File: src/rtl/cla_addsub_pipe.sv
// Pipelined carry-lookahead adder/subtractor: one carry segment per stage,
// optional signed saturation, status flags, valid/ready with backpressure.
module cla_addsub_pipe #(
    parameter int WIDTH            = 16,
    parameter int GROUPS_PER_STAGE = 2
) (
    input  logic             clk,
    input  logic             rst,
    input  logic             in_valid,
    output logic             in_ready,
    input  logic [WIDTH-1:0] in_a,
    input  logic [WIDTH-1:0] in_b,
    input  logic             in_sub,
    input  logic             in_sat,
    output logic             out_valid,
    input  logic             out_ready,
    output logic [WIDTH-1:0] out_sum,
    output logic             out_cout,
    output logic             out_ovf,
    output logic             out_zero,
    output logic             out_neg
);
    localparam int GPS  = GROUPS_PER_STAGE;
    localparam int SEGW = 4 * GPS;
    localparam int NSEG = WIDTH / SEGW;

    // Bit carries into positions 0..3 of one 4-bit group.
    function automatic logic [3:0] grp_carry(
        input logic [2:0] p,
        input logic [2:0] g,
        input logic       c0
    );
        logic [3:0] c;
        c[0] = c0;
        c[1] = g[0] | (p[0] & c0);
        c[2] = g[1] | (p[1] & g[0]) | (p[1] & p[0] & c0);
        c[3] = g[2] | (p[2] & g[1]) | (p[2] & p[1] & g[0])
             | (p[2] & p[1] & p[0] & c0);
        return c;
    endfunction

    // Group propagate / generate, returned as {PG, GG}.
    function automatic logic [1:0] grp_pg(
        input logic [3:0] p,
        input logic [3:0] g
    );
        logic pg;
        logic gg;
        pg = &p;
        gg = g[3] | (p[3] & g[2]) | (p[3] & p[2] & g[1])
           | (p[3] & p[2] & p[1] & g[0]);
        return {pg, gg};
    endfunction

    // One segment: returns {carry_out, sum}.
    function automatic logic [SEGW:0] seg_add(
        input logic [SEGW-1:0] a,
        input logic [SEGW-1:0] b,
        input logic            ci
    );
        logic [SEGW-1:0] p;
        logic [SEGW-1:0] g;
        logic [SEGW-1:0] s;
        logic [GPS-1:0]  gp;
        logic [GPS-1:0]  gg;
        logic [GPS:0]    gc;
        logic [3:0]      bc;
        logic            prod;
        p = a | b;
        g = a & b;
        for (int j = 0; j < GPS; j++) begin
            {gp[j], gg[j]} = grp_pg(p[4*j +: 4], g[4*j +: 4]);
        end
        // Each group carry is a flat sum of products over lower groups.
        gc[0] = ci;
        for (int j = 0; j < GPS; j++) begin
            prod = ci;
            for (int k = 0; k <= j; k++) begin
                prod = prod & gp[k];
            end
            gc[j+1] = prod;
            for (int k = 0; k <= j; k++) begin
                prod = gg[k];
                for (int m = k + 1; m <= j; m++) begin
                    prod = prod & gp[m];
                end
                gc[j+1] = gc[j+1] | prod;
            end
        end
        for (int j = 0; j < GPS; j++) begin
            bc = grp_carry(p[4*j +: 3], g[4*j +: 3], gc[j]);
            s[4*j +: 4] = a[4*j +: 4] ^ b[4*j +: 4] ^ bc;
        end
        return {gc[GPS], s};
    endfunction

    logic             vld_q [NSEG];
    logic [WIDTH-1:0] a_q   [NSEG];
    logic [WIDTH-1:0] b_q   [NSEG];
    logic [WIDTH-1:0] sum_q [NSEG];
    logic             c_q   [NSEG];
    logic             sat_q [NSEG];

    logic             vld_d [NSEG];
    logic [WIDTH-1:0] a_d   [NSEG];
    logic [WIDTH-1:0] b_d   [NSEG];
    logic [WIDTH-1:0] sum_d [NSEG];
    logic             c_d   [NSEG];
    logic             sat_d [NSEG];

    logic [WIDTH-1:0] sum_in [NSEG];
    logic             cin    [NSEG];
    logic [SEGW:0]    seg_r  [NSEG];

    logic [WIDTH-1:0] osum_q;
    logic [WIDTH-1:0] osum_d;
    logic             cout_q;
    logic             ovf_q;
    logic             ovf_d;
    logic             zero_q;
    logic             neg_q;
    logic [WIDTH-1:0] raw;
    logic             a_msb;
    logic             b_msb;
    logic             advance;

    assign out_valid = vld_q[NSEG-1];
    assign advance   = !vld_q[NSEG-1] || out_ready;
    assign in_ready  = advance;

    always_comb begin
        vld_d[0]  = in_valid;
        a_d[0]    = in_a;
        b_d[0]    = in_sub ? ~in_b : in_b;
        sat_d[0]  = in_sat;
        cin[0]    = in_sub;
        sum_in[0] = '0;
        for (int s = 1; s < NSEG; s++) begin
            vld_d[s]  = vld_q[s-1];
            a_d[s]    = a_q[s-1];
            b_d[s]    = b_q[s-1];
            sat_d[s]  = sat_q[s-1];
            cin[s]    = c_q[s-1];
            sum_in[s] = sum_q[s-1];
        end
        for (int s = 0; s < NSEG; s++) begin
            seg_r[s] = seg_add(a_d[s][s*SEGW +: SEGW],
                               b_d[s][s*SEGW +: SEGW], cin[s]);
            sum_d[s] = sum_in[s];
            sum_d[s][s*SEGW +: SEGW] = seg_r[s][SEGW-1:0];
            c_d[s]   = seg_r[s][SEGW];
        end
    end

    always_comb begin
        raw    = sum_d[NSEG-1];
        a_msb  = a_d[NSEG-1][WIDTH-1];
        b_msb  = b_d[NSEG-1][WIDTH-1];
        ovf_d  = (a_msb == b_msb) && (raw[WIDTH-1] != a_msb);
        osum_d = raw;
        if (sat_d[NSEG-1] && ovf_d) begin
            osum_d = a_msb ? {1'b1, {(WIDTH-1){1'b0}}}
                           : {1'b0, {(WIDTH-1){1'b1}}};
        end
    end

    always_ff @(posedge clk or posedge rst) begin
        if (rst) begin
            vld_q  <= '{default: 1'b0};
            a_q    <= '{default: '0};
            b_q    <= '{default: '0};
            sum_q  <= '{default: '0};
            c_q    <= '{default: 1'b0};
            sat_q  <= '{default: 1'b0};
            osum_q <= '0;
            cout_q <= 1'b0;
            ovf_q  <= 1'b0;
            zero_q <= 1'b0;
            neg_q  <= 1'b0;
        end else if (advance) begin
            vld_q <= vld_d;
            a_q   <= a_d;
            b_q   <= b_d;
            sum_q <= sum_d;
            c_q   <= c_d;
            sat_q <= sat_d;
            if (vld_d[NSEG-1]) begin
                osum_q <= osum_d;
                cout_q <= c_d[NSEG-1];
                ovf_q  <= ovf_d;
                zero_q <= (osum_d == '0);
                neg_q  <= osum_d[WIDTH-1];
            end
        end
    end

    assign out_sum  = osum_q;
    assign out_cout = cout_q;
    assign out_ovf  = ovf_q;
    assign out_zero = zero_q;
    assign out_neg  = neg_q;

endmodule
File: config.mk
export PLATFORM = sky130hd
export DESIGN_NAME = cla_addsub_pipe
export DESIGN_NICKNAME = d
export VERILOG_FILES = /design/src/rtl/cla_addsub_pipe.sv
export SDC_FILE = /design/constraint.sdc
export NUM_CORES = 1
export LEC_CHECK = 0
export ABC_AREA = 0
export BUFFER_PORTS_ARGS = -buffer_cell sky130_fd_sc_hd__clkbuf_2
export CAP_MARGIN = 20
export CORE_MARGIN = 2
export CORE_UTILIZATION = 50
export CTS_CLUSTER_SIZE = 24
export DETAILED_ROUTE_END_ITERATION = 7
export GPL_TIMING_DRIVEN = 0
export PLACE_DENSITY = 0.8
export SLEW_MARGIN = 0
export SYNTH_ARGS = -nofsm -noshare
export SYNTH_HDL_FRONTEND = slang
export SYNTH_SLANG_ARGS = --single-unit
export TNS_END_PERCENT = 50
File: constraint.sdc
create_clock -name clk -period 2.7 [get_ports clk]
set_clock_uncertainty 0.15 [all_clocks]
set_input_delay 0.135 -clock clk [delete_from_list [all_inputs] [get_ports clk]]
set_output_delay 0.135 -clock clk [all_outputs]
set_load 0.05 [all_outputs]
# After elaboration in Yosys (flattened, before gate mapping)

Index checks and enable logic that the tools add are counted.

Flip-flop bits (word level): 64
Input bits: 38
Output and inout port bits: 22
Logic and storage cells: 144

Equal/unequal tests: 2
Multiplexer cells: 3
Bitwise logic cells: 117
Reduce and logical (&&, ||, !) cells: 10

Operator list:

| cell                  | count |
|---|---|
| 1-bit AND             | 62 |
| 16-bit two-way mux    | 3 |
| 1-bit bitwise OR      | 42 |
| 4-bit XOR             | 8 |
| 8-bit AND             | 2 |
| 16-bit zero test      | 1 |
| 16-bit inverter       | 1 |
| 8-bit bitwise OR      | 2 |
| 4-bit AND reduction   | 4 |
| 1-bit logical AND     | 2 |
| 2-bit AND reduction   | 1 |
| 1-bit equality test   | 1 |
| 1-bit zero test       | 1 |
| 1-bit logical OR      | 1 |
| 1-bit inequality test | 1 |

# Logic depth before layout (Yosys ltp)

Gate-level depths: netlist (run 1).

Word-level depth: 14
Mapped depth: 12

# Least setup slack after synthesis (run 1)

OpenSTA, ideal clock, no wires.

Kind: flip-flop to flip-flop
Start: reg a_q, in the netlist a_d[9]
End: reg zero_q, in the netlist out_zero
Arrival: 2.660 ns
Required time: 2.483 ns
Path slack: -0.177 ns
Cell stages (with the launch flop): 12
Clock period less this slack: 2.877 ns
Cells stage by stage: dfrtp_1 -> inv_1 -> ha_1 -> or3b_4 -> a311oi_4 -> or2_4 -> fa_1 -> nor3_1 -> and3_1 -> nand4_1 -> a2111oi_4 -> a22o_1

Word-level cells in the longest chain between the ends: 13
Elaborated cells between the ends (all ways): 37

Ends and longest elaborated chain:

| item                                          | RTL line | RTL |
|---|---|---|
| from (decl)                                   | 98       | `logic [WIDTH-1:0] a_q [NSEG];` |
| from (signal assigned)                        | 170      | `a_q <= '{default: '0};` |
| from (signal assigned)                        | 182      | `a_q <= a_d;` |
| 8-bit AND or 8-bit bitwise OR (tied branches) | 70, 69   |  |
| 1-bit AND, on equally long branches           | 50, 51   |  |
| 1-bit bitwise OR or 1-bit AND (tied branches) | 50, 51   |  |
| 1-bit bitwise OR                              | 51       | `\| (p[3] & p[2] & p[1] & g[0]);` |
| 1-bit bitwise OR                              | 87       | `gc[j+1] = gc[j+1] \| prod;` |
| 1-bit AND                                     | 38       | `\| (p[2] & p[1] & p[0] & c0);` |
| 1-bit bitwise OR                              | 38       |  |
| 4-bit XOR                                     | 92       | `s[4*j +: 4] = a[4*j +: 4] ^ b[4*j +: 4] ^ bc;` |
| 1-bit inequality test                         | 159      | `ovf_d = (a_msb == b_msb) && (raw[WIDTH-1] != a_msb);` |
| 1-bit logical AND                             | 159      |  |
| 1-bit logical AND                             | 161      | `if (sat_d[NSEG-1] && ovf_d) begin` |
| 16-bit two-way mux *                          | 161      |  |
| 16-bit zero test *                            | 191      | `zero_q <= (osum_d == '0);` |
| to (signal assigned)                          | 191      |  |
| to (decl)                                     | 120      | `logic zero_q;` |

Mark *: on every way between the ends. The rest lies on a longest branch, timed or not.
A chain may end at the register's enable or synchronous reset.

# Worst setup path after layout (run 1)

Start: reg a_q, in the netlist a_d[8]
End: reg zero_q, in the netlist out_zero

Word-level cells in the longest chain between the ends: 12
Elaborated cells between the ends (all ways): 33

Ends and longest elaborated chain:

| item                                             | RTL line |
|---|---|
| 8-bit bitwise OR or 8-bit AND (tied branches)    | 69, 70 |
| 4-bit AND reduction or 1-bit AND (tied branches) | 49, 51 |
| 1-bit AND or 1-bit bitwise OR (tied branches)    | 79, 51 |
| 1-bit bitwise OR                                 | 87 |
| 1-bit AND                                        | 38 |
| 1-bit bitwise OR                                 | 38 |
| 4-bit XOR                                        | 92 |
| 1-bit inequality test                            | 159 |
| 1-bit logical AND                                | 159 |
| 1-bit logical AND                                | 161 |
| 16-bit two-way mux *                             | 161 |
| 16-bit zero test *                               | 191 |

Marked as above.

==> flow_summary.yaml, run 1 <==
outcome:
  outcome: "complete, but fails checks"
  violations: "setup timing"
timing:
  setup_viol: 1
  max_clock_freq_mhz: 335
  finalCritPeriodShare: 1.10
  rsz0062_at_grt: "yes"
  hold_viol_final: 0
  drv_slew: 0
  max_slew.worst_pin.slew_ns: 0.572
  max_slew_margin: 0.618
  setup_ws_ns: -0.283
  layout_min_cycle_time_ns: 2.98
  fin_tns_setup_ns: -0.283
place:
  port_buffers: 58
  gp_congestion: 0.810
  pre_cts_slack_ns: -0.479
  hpwlAfterDp_um: 5170
clocking:
  clockBufferDepth: 2
  cts-root-buf: "clkbuf_8"
  cts_buffers: 5
  h-tree-depth: 2
  clock_latency_ns: 0.30
  path_clk_slew_ns: 0.09
  clkSinkCount: 47
  cts_tree: "done"
layout:
  fillCellCount: 514
  seq_area_um2: 1180
  drive_gt1_frac: 0.215
  multi_input_area_um2: 1750
  antenna_cells: 0
  layout.nets: 497
  syn2layout_area_growth_pct: 22.4
logic_synthesis:
  synth_area_um2: 3120
  ys_warn_count: 0
  syn_area_per_cell_um2: 9.22
  seq_area_frac_synth: 0.378
  synthesis.nets: 412
  synth_top_area_share: 0.378
  yosysTopAreaCell: "dfrtp_1"
  synth.area.top_cells: "dfrtp_1, ha_1, xor2_1"
  ys_seq_elements: 47
  synth_edf_count: 0
  async_flop_share: 1.00
  synthDistinctLibCells: 44
  ys.flop_type: "dfrtp_1"
  syn-instance-count: 338
floorplan:
  die_x_um: 82.9
  die_area_um2: 6880
  ioPinCount: 60
  coreArea_um2: 5960
  dieHeight_um: 82.9
  rows: 28
  initial_core_util: 0.523
critical_path:
  worstPathRequired_ns: 2.80
  crit_buf_inv: 1
  end_kind: "register"
  start_kind: "register"
  cp_top_family: "simple AND/OR/NAND/NOR gates"
  cp_max_fo: 3
  critPathArrivalTime_ns: 3.08
  crit_slowest_cell: "fa_2"
  max_stage_delay_ns: 0.46
  cp_cell_sequence: "inv_2, ha_4, or3b_4, a311oi_4, or2_4, fa_2, nor3_2, and3_1, nand4_1, a2111oi_4, a22o_1"
  path_class: "register to register"
global_routing:
  grt_pass1_wl_um: 11600
  grt_max_degree: 29
  grt_pass1_vias: 2514
  antenna_found_initial: 0
  grt-ovfl-total: 0
  track_usage: 0.205
route:
  avgViaCountPerCell: 5.11
  drtAntennaViolNets: 0
  wl_per_cell_um: 13.3
  wirelength_um: 6620
  drt_pre_antenna_iters: 4
  drt_iter0_drc: 145
  drc: 0
  num_vias: 2549
pwr:
  comb_power_share: 0.532
  power_leakage_nw: 1.91
  seq_power_share: 0.337
  power_frac_clock: 0.131
  p_per_area_nw_per_um2: 815
  netSwitchingPower_mw: 1.49
  swShare: 0.479
  internal_power_mw: 1.62
  peakVddDrop_mv: 0.514
flow_run:
  drv_cap: 0
hold_path:
  hp-class: "primary input to register"
[placed cells by master, fill, tap and decap left out, types with 2 or more instances in the layout]
cell           synthesis  final
a21oi_1               26     26
buf_4                  1      3
clkbuf_1              11     12
clkbuf_2               0     59
clkbuf_8               0      5
dfrtp_1               47     47
dlygate4sd3_1          0     17
fa_1                   3      2
ha_1                  33     31
inv_1                 42     38
inv_2                  0      4
nand2_1               42     42
nand2b_1               4      4
nor2_1                20     20
nor2b_1                4      4
nor3_1                 6      5
o21ai_0               30     30
o31ai_1               12     12
o31ai_4                2      2
xnor2_1                7      7
xnor2_4                2      2
xor2_1                20     20
[worst paths after layout]
kind	cells past startpoint	slack, ns	startpoint	end
worst max-delay path	11	-0.28	a_d[8]	out_zero
worst min-delay path	4	0.01	in_b[12]	b_d[12]
worst max register to register	11	-0.28	a_d[8]	out_zero
worst min register to register	2	0.33	out_ovf	out_ovf
max in group asynchronous	4	1.71	rst	a_d[13]
min in group asynchronous	3	0.20	rst	out_sum[3]
[worst register-to-register path: cells and delay by family, from the launching register on]
kind	cells	cell delay, ns
simple gates	5	1.01
flops	1	0.38
buf+inv	1	0.08
fa+ha+maj	2	0.62
compound gates	3	0.70
[through the flow]
stage	total power, mW	hold WS, ns	util	cell area, um^2	std cells
floorplan	2.28	0.0975	-	3120	338
finish	3.11	0.0126	0.640	3810	499
global route	3.33	0.0402	0.640	3810	499
CTS	3.12	0.00658	0.639	3800	499
global placement	2.61	0.194	0.588	3500	471
detailed placement	2.67	-0.00490	0.591	3520	472
[layout make-up]
cell class	instances	share of cell area
Clock buffer	6	0.0190
Sequential cell	47	0.308
Timing Repair Buffer	78	0.130
Multi-Input combinational cell	235	0.458
Tap cell	75	0.0246
Inverter	42	0.0413
Clock inverter	2	0.00328
Buffer	14	0.0154
[power by group through the flow]
stage | clock network, mW | registers, mW | logic [mW]
floorplan | 0 | 1.48 | 0.799
global route | 0.448 | 1.08 | 1.80
detailed placement | 0 | 1.06 | 1.60
global placement | 0 | 1.05 | 1.57
finish | 0.408 | 1.05 | 1.65
CTS | 0.418 | 1.05 | 1.65
[state kept, by name, summed over array words and instances (netlist names)]
register and flops:
a_d 8, b_d 8, c_q 1, out_cout 1, out_ovf 1, out_sum 16, out_valid 1, out_zero 1
raw 8, sat_d 1, vld_d 1
[kinds of logic (layout without fill, tap and decap cells)]
logic type	Yosys count	after routing	synth area share
AO/OA/AOI/OAI	83	83	0.178
flip-flops	47	47	0.378
AND/OR/NAND/NOR	86	86	0.127
adder cells (fa/ha/maj)	36	36	0.152
buffers and inverters	56	142	0.0691
multiplexers	1	1	0.00321
XOR/XNOR	29	29	0.0936
[repair_timing]
action / in CTS / in global routing
endpoints found under the setup margin: 1 / 3
pin swaps: 2 / 0
hold endpoints to repair: 35 / 0
hold buffers: 17 / 0
setup buffers: 2 / 0
gates resized for setup: 4 / 4
[routing by layer]
metal / GRT usage / up-vias / share of wire
met5: 0 / - / 0
met4: 0.0760 / 0 / 0.026
met3: 0.0378 / 12 / 0.049
met2: 0.349 / 78 / 0.50
met1: 0.260 / 1185 / 0.42
li1: - / 1274 / -
[cell usage after synthesis, types with 2 or more instances]
| master | number |
|---|---|
| clkbuf_1 | 11 |
| fa_1 | 3 |
| ha_1 | 33 |
| o31ai_4 | 2 |
| o21ai_0 | 30 |
| xnor2_4 | 2 |
| nor2_1 | 20 |
| nor3_1 | 6 |
| dfrtp_1 | 47 |
| xor2_1 | 20 |
| xnor2_1 | 7 |
| nor2b_1 | 4 |
| o31ai_1 | 12 |
| nand2_1 | 42 |
| nand2b_1 | 4 |
| a21oi_1 | 26 |
| inv_1 | 42 |
No activity file was read; power rests on OpenSTA's default activity.
==> inputs of run 2 (changes only) <==
- CORE_UTILIZATION: 50 -> 55
- PLACE_DENSITY: 0.8 -> 0.83
- SKIP_CTS_REPAIR_TIMING: default -> 1
- clock period: 2.7 -> 3.3 ns (I/O delays scaled with it)
==> flow_summary.yaml, run 2 (synthesized netlist as in run 1, its figures left out) <==
outcome:
  outcome: "complete, but fails checks"
  violations: "hold timing"
timing:
  drv_slew: 0
  layout_min_cycle_time_ns: 3.19
  setup_viol: 0
  hold_viol_final: 1
  fin_hold_ws_ns: -0.00290
  max_slew_margin: 0.559
  finalCritPeriodShare: 0.967
  max_clock_freq_mhz: 313
  max_slew.worst_pin.slew_ns: 0.661
clocking:
  cts_buffers: 5
  clockBufferDepth: 2
  h-tree-depth: 2
  cts-root-buf: "clkbuf_8"
  clock_latency_ns: 0.30
  cts_tree: "done"
  clkSinkCount: 47
  path_clk_slew_ns: 0.09
pwr:
  internal_power_mw: 1.47
  power_leakage_nw: 1.91
  power_frac_clock: 0.186
  peakVddDrop_mv: 0.421
  comb_power_share: 0.498
  netSwitchingPower_mw: 1.24
  power_mw: 2.71
  swShare: 0.456
  seq_power_share: 0.316
  p_per_area_nw_per_um2: 716
global_routing:
  antenna_found_initial: 0
  track_usage: 0.232
  grt_pass1_vias: 2492
  grt_pass1_wl_um: 11400
  grt_max_degree: 29
  grt-ovfl-total: 0
route:
  drc: 0
  wirelength_um: 6900
  drtAntennaViolNets: 0
  avgViaCountPerCell: 5.21
  drt_pre_antenna_iters: 4
  wl_per_cell_um: 14.0
  num_vias: 2558
  drt_iter0_drc: 124
critical_path:
  r2r_slack_ns: 0.11
  worstPathRequired_ns: 3.40
  path_class: "register to register"
  critPathArrivalTime_ns: 3.29
  start_kind: "register"
  end_kind: "register"
  cp_max_fo: 3
layout:
  drive_gt1_frac: 0.208
  largest_reg_flops: 16
  layout.nets: 492
  final_cell_mix: "clkbuf_2, dfrtp_1, nand2_1, inv_1, ha_1"
  mostFrequentLayoutCell: "clkbuf_2"
  antenna_cells: 0
  fin_area_um2: 3790
  fin_util: 0.692
  syn2layout_area_growth_pct: 21.5
place:
  port_buffers: 58
  hpwlAfterDp_um: 5230
  placedInstanceArea_um2: 3520
  gp_congestion: 0.823
floorplan:
  initial_core_util: 0.569
  dieHeight_um: 79.3
  rows: 27
  coreArea_um2: 5470
  die_x_um: 79.3
  ioPinCount: 60
  die_area_um2: 6280
flow_run:
  drv_cap: 0
hold_path:
  hp-class: "primary input to register"
[run 2: cell types whose count changed in the layout (fill, tap and decap cells not counted), moves of 2 or more]
cell / before / now
bufinv_16: 0 / 2
dlygate4sd3_1: 17 / 11
inv_1: 38 / 40
inv_2: 4 / 2
[run 2: routing by layer]
metal / part of all wire / GRT usage / wire length (um)
met2: 0.52 / 0.419 / 3610
met1: 0.42 / 0.280 / 2930
met5: 0 / 0 / 0
met3: 0.033 / 0.0386 / 227
met4: 0.019 / 0.0759 / 130
[run 2: worst paths after layout]
| path | from | to | depth (start not counted) |
|---|---|---|---|
| min in group asynchronous | rst | out_sum[5] | 3 |
| hold reg to reg | out_sum[0] | out_sum[0] | 2 |
| max in group asynchronous | rst | a_d[12] | 4 |
| setup / recovery | a_d[8] | out_zero | 11 |
| setup reg to reg | a_d[8] | out_zero | 11 |
| hold / removal | in_b[9] | b_d[9] | 4 |
[run 2: through the flow]
stage	hold WS, ns	setup TNS, ns	setup slack [ns]	cells
final	-0.00290	0	0.109	491
after global routing	0.0118	-0.0114	-0.0114	491
after CTS	-0.310	0	0.105	477
after detailed placement	0.0203	0	0.115	469
after global placement	0.219	0	0.175	468
after floorplan	0.128	0	0.423	338
[run 2: worst max-delay path, stage by stage, from the launching register on]
cell	delay, ns
dfrtp_1	0.39
inv_2	0.07
ha_2	0.19
or3b_4	0.42
a311oi_4	0.31
or2_4	0.20
fa_1	0.46
nor3_1	0.14
and3_1	0.19
nand4_1	0.13
a2111oi_4	0.32
a22o_1	0.18
[run 2: cell type report]
| class | instances | area, um^2 |
|---|---|---|
| multi-input cells | 235 | 1730 |
| repair buffers | 73 | 443 |
| inverters | 42 | 158 |
| flip-flops and latches | 47 | 1180 |
| clock inverters | 2 | 60.1 |
| fillers | 459 | 1690 |
| clock buffers | 6 | 72.6 |
| plain buffers | 14 | 57.6 |
| well taps | 72 | 90.1 |
[run 2: power groups by stage]
stage | clock network (mW) | logic (mW) | registers [mW]
finish | 0.503 | 1.35 | 0.856
global route | 0.530 | 1.47 | 0.877
CTS | 0.504 | 1.32 | 0.859
detailed placement | 0 | 1.31 | 0.870
global placement | 0 | 1.28 | 0.853
floorplan | 0 | 0.654 | 1.21
==> inputs of run 3 (changes only) <==
- RECOVER_POWER: default -> 25
==> flow_summary.yaml, run 3 (synthesized netlist as in run 1, its figures left out) <==
timing:
  max_slew_margin: -0.00484
  hold_viol_final: 1
  setup_ws_ns: 0.110
  finalCritPeriodShare: 0.967
  setup_viol: 0
  layout_min_cycle_time_ns: 3.19
  drv_slew: 29
  fin_hold_ws_ns: -0.00290
  max_slew.worst_pin.slew_ns: 1.51
  max_clock_freq_mhz: 313
layout:
  fillCellCount: 462
  syn2layout_area_growth_pct: 21.0
  final_cell_mix: "clkbuf_2, dfrtp_1, nand2_1, inv_1, ha_1"
  largest_reg_flops: 16
  mostFrequentLayoutCell: "clkbuf_2"
  drive_gt1_frac: 0.203
  antenna_cells: 0
  fin_util: 0.689
  layout.nets: 492
route:
  drc: 0
  num_vias: 2556
  wl_per_cell_um: 14.0
  avgViaCountPerCell: 5.21
  drtAntennaViolNets: 0
  wirelength_um: 6900
  drt_pre_antenna_iters: 4
  drt_iter0_drc: 124
global_routing:
  grt_pass1_vias: 2492
  antenna_found_initial: 0
  track_usage: 0.232
  grt-ovfl-total: 0
  grt_max_degree: 29
  grt_pass1_wl_um: 11400
clocking:
  path_clk_slew_ns: 0.09
  h-tree-depth: 2
  clock_latency_ns: 0.30
  clkSinkCount: 47
  cts_buffers: 5
  clockBufferDepth: 2
  cts_tree: "done"
  cts-root-buf: "clkbuf_8"
floorplan:
  die_area_um2: 6280
  dieHeight_um: 79.3
  ioPinCount: 60
  initial_core_util: 0.569
  die_x_um: 79.3
  rows: 27
  coreArea_um2: 5470
critical_path:
  worstPathRequired_ns: 3.40
  critPathArrivalTime_ns: 3.29
  r2r_cells: 11
  start_kind: "register"
  path_class: "register to register"
  cp_max_fo: 3
  end_kind: "register"
pwr:
  peakVddDrop_mv: 0.421
  power_leakage_nw: 1.90
  p_per_area_nw_per_um2: 718
place:
  pre_cts_slack_ns: 0.115
  port_buffers: 58
  hpwlAfterDp_um: 5230
  gp_congestion: 0.823
outcome:
  outcome: "complete, but fails checks"
  violations: "hold timing, capacitance limit, slew limit"
hold_path:
  hp-class: "primary input to register"
  whs_path_depth: 4
flow_run:
  drv_cap: 1
-- run 3: cell count changes in the layout (fill, tap and decap cells not counted), sizes merged --
cell	previous run	this run
buf	7	6
clkbuf	75	76
-- run 3: per-layer routing --
metal / up-vias / GRT usage / share of wire
li1: 1267 / - / -
met1: 1214 / 0.280 / 0.42
met2: 62 / 0.419 / 0.52
met3: 13 / 0.0386 / 0.033
met4: 0 / 0.0759 / 0.019
met5: - / 0 / 0
-- run 3: final timing paths --
check | end | start | slack, ns
max in group asynchronous | a_d[12] | rst | 0.84
min in group asynchronous | out_sum[5] | rst | 0.34
min | b_d[9] | in_b[9] | -0.003
max | out_zero | a_d[8] | 0.11
max reg2reg | out_zero | a_d[8] | 0.11
min reg2reg | out_sum[0] | out_sum[0] | 0.34
-- run 3: through the flow --
stage	hold WS [ns]	power [mW]	cell area (um^2)	instances	TNS (ns)
floorplan	0.128	1.87	3120	338	0
global placement	0.219	2.13	3500	468	0
detailed placement	0.0203	2.18	3520	469	0
CTS	-0.310	2.68	3650	477	0
global route	0.0118	2.87	3770	491	-0.0114
finish	-0.00290	2.71	3770	491	0
-- run 3: area by class of cell --
| type | count | area, um^2 | share of cell area |
|---|---|---|---|
| inverter | 42 | 158 | 0.0418 |
| clock inverter | 2 | 60.1 | 0.0159 |
| clock buffer | 6 | 72.6 | 0.0192 |
| timing repair buffer | 73 | 427 | 0.113 |
| multi-input combinational | 235 | 1730 | 0.459 |
| sequential | 47 | 1180 | 0.312 |
| tap | 72 | 90.1 | 0.0239 |
| buffer | 14 | 57.6 | 0.0153 |
-- run 3: worst max-delay path, cell delays in order, from the launching register on --
cell and delay, ns:
dfrtp_1 0.39, inv_2 0.07, ha_2 0.19, or3b_4 0.42, a311oi_4 0.31, or2_4 0.20, fa_1 0.46, nor3_1 0.14
and3_1 0.19, nand4_1 0.13, a2111oi_4 0.32, a22o_1 0.18
-- run 3: where the power goes --
| group | internal, mW | switching (mW) |
|---|---|---|
| Clock | 0.303 | 0.201 |
| Combinational | 0.425 | 0.924 |
| Sequential | 0.744 | 0.112 |
| Total | 1.47 | 1.24 |
